<file path="src/rtl/triangle_culler_if.sv">
// triangle_culler_if: fetch-side handshake, vertex/viewport inputs and verdict outputs of the culler
interface triangle_culler_if #(
    parameter int COORD_WIDTH = 32,
    parameter int CNT_WIDTH = 16
);
    logic en;
    logic startCull;
    logic [2*COORD_WIDTH-1:0] Pa, Pb, Pc;
    logic [1:0] cullMode;
    logic [COORD_WIDTH-1:0] vpXmin, vpXmax, vpYmin, vpYmax;
    logic busy, done, cull, startRaster;
    logic [2*COORD_WIDTH+2:0] area;
    logic [CNT_WIDTH-1:0] triInCount, triCulledCount;

    modport master (
        output en, startCull, Pa, Pb, Pc, cullMode, vpXmin, vpXmax, vpYmin, vpYmax,
        input busy, done, cull, startRaster, area, triInCount, triCulledCount
    );
    modport slave (
        input en, startCull, Pa, Pb, Pc, cullMode, vpXmin, vpXmax, vpYmin, vpYmax,
        output busy, done, cull, startRaster, area, triInCount, triCulledCount
    );
endinterface

</file>
<file path="src/rtl/triangle_culler.sv">
// triangle_culler: signed-area facing test and bounding-box viewport rejection,
// one shared multiplier over a SUB/MUL0/MUL1/DECIDE sequence.
module triangle_culler #(
    parameter int COORD_WIDTH = 32,
    parameter int CNT_WIDTH = 16
) (
    input logic clk,
    input logic resetn,
    triangle_culler_if.slave bus
);
    localparam int W = COORD_WIDTH;

    typedef enum logic [2:0] {IDLE, SUB, MUL0, MUL1, DECIDE} state_t;

    state_t state;
    logic [2*W-1:0] pa, pb, pc;
    logic [1:0] mode;
    logic signed [W-1:0] vx0, vx1, vy0, vy1;
    logic signed [W-1:0] xa, ya, xb, yb, xc, yc, mnx, mxx, mny, mxy;
    logic signed [W:0] dxb, dyb, dxc, dyc, ma, mb;
    logic signed [2*W+1:0] p1, p2, prod;
    logic signed [2*W+2:0] diff;
    logic oov, zero, cull_n;

    function automatic logic signed [W-1:0] smin(input logic signed [W-1:0] a, input logic signed [W-1:0] b);
        return a < b ? a : b;
    endfunction

    function automatic logic signed [W-1:0] smax(input logic signed [W-1:0] a, input logic signed [W-1:0] b);
        return a > b ? a : b;
    endfunction

    assign {xa, ya} = pa;
    assign {xb, yb} = pb;
    assign {xc, yc} = pc;
    assign mnx = smin(smin(xa, xb), xc);
    assign mxx = smax(smax(xa, xb), xc);
    assign mny = smin(smin(ya, yb), yc);
    assign mxy = smax(smax(ya, yb), yc);

    // Operand mux in front of the single multiplier: MUL0 forms dxb*dyc, MUL1 dxc*dyb
    assign ma = state == MUL0 ? dxb : dxc;
    assign mb = state == MUL0 ? dyc : dyb;
    assign prod = (2*W+2)'(ma) * (2*W+2)'(mb);
    assign diff = (2*W+3)'(p1) - (2*W+3)'(p2);
    assign zero = diff == '0;
    assign cull_n = oov | zero | (mode[0] & diff[2*W+2]) | (mode[1] & ~diff[2*W+2] & ~zero);

    always_ff @(posedge clk or negedge resetn) begin
        if (!resetn) begin
            state <= IDLE;
            pa <= '0;
            pb <= '0;
            pc <= '0;
            mode <= '0;
            vx0 <= '0;
            vx1 <= '0;
            vy0 <= '0;
            vy1 <= '0;
            dxb <= '0;
            dyb <= '0;
            dxc <= '0;
            dyc <= '0;
            p1 <= '0;
            p2 <= '0;
            oov <= 1'b0;
            bus.busy <= 1'b0;
            bus.done <= 1'b0;
            bus.cull <= 1'b0;
            bus.startRaster <= 1'b0;
            bus.area <= '0;
            bus.triInCount <= '0;
            bus.triCulledCount <= '0;
        end else if (!bus.en) begin
            bus.done <= 1'b0;
            bus.startRaster <= 1'b0;
        end else begin
            case (state)
                IDLE: begin
                    bus.done <= 1'b0;
                    bus.startRaster <= 1'b0;
                    if (bus.startCull) begin
                        pa <= bus.Pa;
                        pb <= bus.Pb;
                        pc <= bus.Pc;
                        mode <= bus.cullMode;
                        vx0 <= bus.vpXmin;
                        vx1 <= bus.vpXmax;
                        vy0 <= bus.vpYmin;
                        vy1 <= bus.vpYmax;
                        bus.busy <= 1'b1;
                        bus.triInCount <= bus.triInCount + CNT_WIDTH'(1);
                        state <= SUB;
                    end
                end
                SUB: begin
                    dxb <= {xb[W-1], xb} - {xa[W-1], xa};
                    dyb <= {yb[W-1], yb} - {ya[W-1], ya};
                    dxc <= {xc[W-1], xc} - {xa[W-1], xa};
                    dyc <= {yc[W-1], yc} - {ya[W-1], ya};
                    oov <= (mxx < vx0) | (mnx > vx1) | (mxy < vy0) | (mny > vy1);
                    state <= MUL0;
                end
                MUL0: begin
                    p1 <= prod;
                    state <= MUL1;
                end
                MUL1: begin
                    p2 <= prod;
                    state <= DECIDE;
                end
                DECIDE: begin
                    bus.area <= diff;
                    bus.cull <= cull_n;
                    bus.done <= 1'b1;
                    bus.startRaster <= ~cull_n;
                    bus.busy <= 1'b0;
                    if (cull_n) bus.triCulledCount <= bus.triCulledCount + CNT_WIDTH'(1);
                    state <= IDLE;
                end
                default: state <= IDLE;
            endcase
        end
    end
endmodule
</file>
<file path="src/flat_wrapper.sv">
// flat-port wrapper written by rule: the top's interface ports become plain ports
module triangle_culler_flat 
#(
    parameter int COORD_WIDTH = 32,
    parameter int CNT_WIDTH = 16
)
  (clk, resetn, bus_en, bus_startCull, bus_Pa, bus_Pb, bus_Pc, bus_cullMode, bus_vpXmin, bus_vpXmax, bus_vpYmin, bus_vpYmax, bus_busy, bus_done, bus_cull, bus_startRaster, bus_area, bus_triInCount, bus_triCulledCount);
  triangle_culler_if #(.COORD_WIDTH(COORD_WIDTH), .CNT_WIDTH(CNT_WIDTH)) bus_i ();
  input logic clk;
  input logic resetn;
  input wire logic [$bits(bus_i.en)-1:0] bus_en;
  input wire logic [$bits(bus_i.startCull)-1:0] bus_startCull;
  input wire logic [$bits(bus_i.Pa)-1:0] bus_Pa;
  input wire logic [$bits(bus_i.Pb)-1:0] bus_Pb;
  input wire logic [$bits(bus_i.Pc)-1:0] bus_Pc;
  input wire logic [$bits(bus_i.cullMode)-1:0] bus_cullMode;
  input wire logic [$bits(bus_i.vpXmin)-1:0] bus_vpXmin;
  input wire logic [$bits(bus_i.vpXmax)-1:0] bus_vpXmax;
  input wire logic [$bits(bus_i.vpYmin)-1:0] bus_vpYmin;
  input wire logic [$bits(bus_i.vpYmax)-1:0] bus_vpYmax;
  output wire logic [$bits(bus_i.busy)-1:0] bus_busy;
  output wire logic [$bits(bus_i.done)-1:0] bus_done;
  output wire logic [$bits(bus_i.cull)-1:0] bus_cull;
  output wire logic [$bits(bus_i.startRaster)-1:0] bus_startRaster;
  output wire logic [$bits(bus_i.area)-1:0] bus_area;
  output wire logic [$bits(bus_i.triInCount)-1:0] bus_triInCount;
  output wire logic [$bits(bus_i.triCulledCount)-1:0] bus_triCulledCount;
  assign bus_i.en = bus_en;
  assign bus_i.startCull = bus_startCull;
  assign bus_i.Pa = bus_Pa;
  assign bus_i.Pb = bus_Pb;
  assign bus_i.Pc = bus_Pc;
  assign bus_i.cullMode = bus_cullMode;
  assign bus_i.vpXmin = bus_vpXmin;
  assign bus_i.vpXmax = bus_vpXmax;
  assign bus_i.vpYmin = bus_vpYmin;
  assign bus_i.vpYmax = bus_vpYmax;
  assign bus_busy = bus_i.busy;
  assign bus_done = bus_i.done;
  assign bus_cull = bus_i.cull;
  assign bus_startRaster = bus_i.startRaster;
  assign bus_area = bus_i.area;
  assign bus_triInCount = bus_i.triInCount;
  assign bus_triCulledCount = bus_i.triCulledCount;
  triangle_culler #(.COORD_WIDTH(COORD_WIDTH), .CNT_WIDTH(CNT_WIDTH)) u_core (.clk(clk), .resetn(resetn), .bus(bus_i));
endmodule
</file>
<file path="config.mk">
export PLATFORM = sky130hd
export DESIGN_NAME = triangle_culler_flat
export DESIGN_NICKNAME = d
export VERILOG_FILES = /design/src/rtl/triangle_culler_if.sv /design/src/rtl/triangle_culler.sv /design/src/flat_wrapper.sv
export SDC_FILE = /design/constraint.sdc
export NUM_CORES = 2
export LEC_CHECK = 0
export ABC_AREA = 1
export CORE_MARGIN = 3
export CORE_UTILIZATION = 55
export DETAILED_ROUTE_END_ITERATION = 8
export PLACE_DENSITY = 0.74
export RECOVER_POWER = 50
export SYNTH_ARGS = -nofsm -noshare
export SYNTH_HDL_FRONTEND = slang
export SYNTH_SLANG_ARGS = --single-unit
</file>
<file path="constraint.sdc">
create_clock -name clk -period 9.2 [get_ports clk]
set_input_delay 1.84 -clock clk [delete_from_list [all_inputs] [get_ports clk]]
set_output_delay 1.84 -clock clk [all_outputs]
set_load 0.005 [all_outputs]
</file>
Word-level counts from Yosys, hierarchy flattened
Index checks and enable logic that the tools add are counted.

cells by class
  $add $sub $neg = 7
  $mul = 1
  magnitude comparators = 12
  eq/ne operators = 6
  mux-type cells = 18
  bitwise logic cells = 12
  reduce and logical (&&, ||, !) cells = 11

operators by type and width
  operator                 count
  $mux W32                 8
  $gt A32 B32 Y1           6
  $lt A32 B32 Y1           6
  $sub A32 B32 Y33         4
  $logic_not A67 Y1        1
  $sub A66 B66 Y67         1
  $mul A33 B33 Y66         1
  $mux W33                 2
  $add A16 B1 Y16 const B  2
  $pmux W3 S4              1
  $reduce_and A2 Y1        5
  $reduce_and A3 Y1        3
  $eq A3 B2 Y1 const B     2
  $or A1 B1 Y1             6
  $pmux W1 S2              3
  $and A1 B1 Y1            3
  $eq A3 B1 Y1 const B     1
  $eq A3 B3 Y1 const B     1
  $logic_not A3 Y1         1
  $mux W1                  3
  $mux W3                  1
  $ne A3 B1 Y1 const B     1
  $not A1 Y1               3
  $ne A2 B2 Y1 const B     1
  $reduce_bool A2 Y1       1

storage, ports and cells
  flip-flop bits (word level) = 693
  bits of input ports = 326
  word-level logic and storage cells = 90

Logic depth before layout (Yosys ltp)
  depth in word-level cells = 8
  depth in mapped cells = 48
  depth with buffers taken out = 46

Worst setup path before layout
OpenSTA, ideal clock, no wires.

  path type = register -> register
  start point = reg u_core.state[0]
  end point = reg u_core.p2[60]
  library setup time = 0.131 ns
  data arrival time = 8.072 ns
  slack = 0.997 ns
  stages on the path, launching flop included = 42
  clock period less this slack = 8.203 ns
  path through = dfrtp_1 -> nor2_1 -> nand2_1 -> clkbuf_1 -> nand2_1 -> o21ai_0 -> inv_1 -> clkbuf_1 -> clkbuf_1 -> nor2_1 -> fa_1 -> inv_1 -> fa_1 -> inv_1 -> fa_1 -> fa_1 -> inv_1 -> fa_1 -> [6 not listed] -> ha_1 -> a21oi_1 -> inv_1 -> a31oi_1 -> inv_1 -> a21oi_1 -> o21ai_0 -> a21oi_1 -> o21ai_0 -> nand2_1 -> o211ai_1 -> nand3_1 -> nand2_1 -> nand2_1 -> nand2_1 -> or2_2 -> nand3_1 -> o21ai_0

on the way
  word-level cells in the longest chain between the ends = 3
  elaborated cells on any way between the ends = 6
  classes of those cells = 1 x mul; 2 x eq/ne; 2 x mux; 1 x reduce/logical

ends and longest elaborated chain
  item                                RTL line                                      source
  start, declared                     triangle_culler.sv:15                         state_t state;
  start signal, assigned              triangle_culler.sv:51                         state <= IDLE;
  start signal, assigned              triangle_culler.sv:93                         state <= SUB;
  start signal, assigned              triangle_culler.sv:102                        state <= MUL0;
  $eq A3 B2 Y1                        triangle_culler.sv:42, triangle_culler.sv:43
  $mux W33, on equally long branches  triangle_culler.sv:42, triangle_culler.sv:43
  $mul A33 B33 Y66                    triangle_culler.sv:44                         assign prod = (2*W+2)'(ma) * (2*W+2)'(mb);
  end signal, assigned                triangle_culler.sv:109                        p2 <= prod;
  end, declared                       triangle_culler.sv:21                         logic signed [2*W+1:0] p1, p2, prod;

Several ways; a longest one is shown, not always the timed one.
A chain may end at the register's enable or synchronous reset.

Final worst setup path
Ends and elaborated chain as after synthesis.

==> results.cfg <==
[yosys]
seq_area_frac_synth_pct = 20.7
synthFlopType = dfrtp_1
yosysUniqueCellTypes = 66
synth_top_area_share_pct = 27.4
synth_seq_cells = 693
synth_area_per_cell_um2 = 7.93
synth-async-reset-ratio_pct = 100
synth_area_leaders = fa_1, dfrtp_1, nand2_1
syn-instance-count = 10600
synth_edf_count = 0
synth_area_mm2 = 0.0840
ys.warnings.count = 0
syn-num-nets = 12700
synth_top_area_cell = fa_1

[grt]
grt_start_max_net_pins = 160
grt.total_usage_pct = 38.3
grt_pass1_vias = 76100
grt_pass1_wl_um = 455000
antenna_found_initial = 9
grt_overflow = 0

[worst_setup_path]
cp_slowest_cell = fa_1
worstPathMaxFanout = 14
crit_top_cell = fa_1
r2r_slack_ns = 0.24
max_stage_delay_ns = 0.57
required_ns = 9.72
crit_arrival_ns = 9.48
crit_path_start_kind = register
path_class = register to register
cp_top_family = adder cells
crit_path_end_kind = register
worst-path-buf-inv = 10

[floorplanning]
ioPinCount = 429
die_x_um = 397
die_h_um = 397
num_rows = 142
coreArea_mm2 = 0.151
die-area_mm2 = 0.157
start_util_pct = 55.7

[finish]
finalNetCount = 13300
postLayoutCoreUtil_pct = 63.7
drive_above_1_share_pct = 6.44
final_common_cell = nand2_1
final_cell_mix = nand2_1, inv_1, fa_1
syn_to_final_growth_pct = 14.3

[sta]
fin_worst_skew_ns = 0.0694
min_period_ns = 8.96
rsz0062_at_grt = true
worst_slew_pin_slew_ns = 4.87
setup_viol = 0
finalSetupTns_ns = 0
relSlewSlack_pct = -225
final_hold_viol_count = 0
finalCritPeriodShare_pct = 97.4
slew_viol_final = 521
fmax_ghz = 0.112

[placed_design]
port_buffers = 428
dpl.hpwl_um = 249000
gp_congestion = 1.04

[clock_network]
clockBufferDepth = 3
path_clk_slew_ns = 0.06
clock-sinks = 693
cts_tree = done
insertion_delay_ns = 0.71
cts_inserted_buffers = 81
htreeDepth = 3
cts-root-buf = clkbuf_16

[status]
violations = capacitance limit, slew limit
status = finished, violations left

[detailed_routing]
avgRoutedWirePerCell_um = 22.8
drc = 0
wl_um = 301000
vias = 74600
ant_nets = 0
firstDrtPassIters = 7
drt_iter0_drc = 6861
viasPerCell = 5.65

[min_path]
min-delay-path-class = register to register

[run]
drv_cap = 5
[state kept, by name (all words and copies together), names as in the netlist, 32 cells and up]
name	flops
u_core.dxc	33
u_core.pc	64
u_core.vy0	32
u_core.vx0	32
u_core.dyb	33
u_core.p2	66
u_core.vx1	32
u_core.dyc	33
u_core.dxb	33
u_core.vy1	32
u_core.p1	66
u_core.pb	64
u_core.pa	64
u_core.bus.area	67
[through the flow]
stage	area, µm²	hold slack [ns]	worst slack (ns)	cells
detailed placement	92700	0.466	-0.0599	13000
CTS	95500	0.479	0.0263	13200
finish	96000	0.472	0.240	13200
floorplan	84000	0.444	0.997	10600
global placement	92700	0.459	0.0708	13000
global route	96000	0.486	-0.0668	13200
[logic make-up after synthesis]
kind of cell | share of synthesized area (%)
flip-flops | 20.7
buffers and inverters | 10.2
XOR/XNOR | 2.57
AND/OR/NAND/NOR | 18.5
multiplexers | 0.0134
AO/OA/AOI/OAI | 10.6
adder cells (fa/ha/maj) | 37.4
[layer usage]
metal / wire [µm] / share of wire (%) / vias to the layer above / track usage (%)
met5: 16 / 0.0053 / - / 0
met4: 21600 / 7.2 / 4 / 22.3
met3: 27000 / 9.0 / 915 / 8.43
met2: 137000 / 46 / 3477 / 60.7
met1: 115000 / 38 / 36300 / 48.4
li1: - / - / 33800 / -
[final timing paths]
path | endpoint | start | cells after the start
worst min register to register | u_core.bus.triInCount[15] | u_core.bus.triInCount[15] | 1
worst max register to register | u_core.p2[60] | u_core.state[0] | 33
max in group asynchronous | u_core.dyc[17] | resetn | 2
worst min-delay path | u_core.bus.triInCount[15] | u_core.bus.triInCount[15] | 1
min in group asynchronous | u_core.bus.area[18] | resetn | 1
worst max-delay path | u_core.p2[60] | u_core.state[0] | 33
[area by class of cell]
type | instances | area (µm²)
multi-input combinational | 7631 | 58500
fill | 13300 | 54700
sequential | 693 | 17300
timing repair buffer | 822 | 7740
inverter | 1885 | 7150
tap | 2016 | 2520
clock buffer | 111 | 2250
clock inverter | 31 | 458
antenna | 6 | 15.0
[synthesized netlist by cell type, types with 7 or more instances]
cell	number
nand3b_1	14
a211oi_1	16
o21bai_1	23
nand2_1	2727
a21boi_0	7
nor4_1	18
nor2_1	716
fa_1	1151
o221ai_1	8
a21o_1	24
buf_2	12
inv_1	1864
ha_1	666
clkinv_1	13
nand4_1	51
clkbuf_1	348
o21ai_1	100
nand2_2	13
nor2_2	7
xnor2_1	133
nor3_1	46
dfrtp_1	693
o211ai_1	12
xor2_1	110
a31oi_1	56
o21ai_0	893
inv_2	7
or2_2	42
buf_1	7
o21a_1	22
a21oi_1	429
nand3_1	252
buf_6	8
a21boi_1	14
[timing repair]
item,4_1_cts,5_1_grt
endpoints found under the setup margin,7,50
resized for setup,8,96
gates cloned,0,2
pin swaps,0,5
setup buffers,0,18
hold buffers,0,0
Power is left out: the tool's default activity adds up to more than one toggle a clock period on the data nets, which glitch-free logic cannot reach.
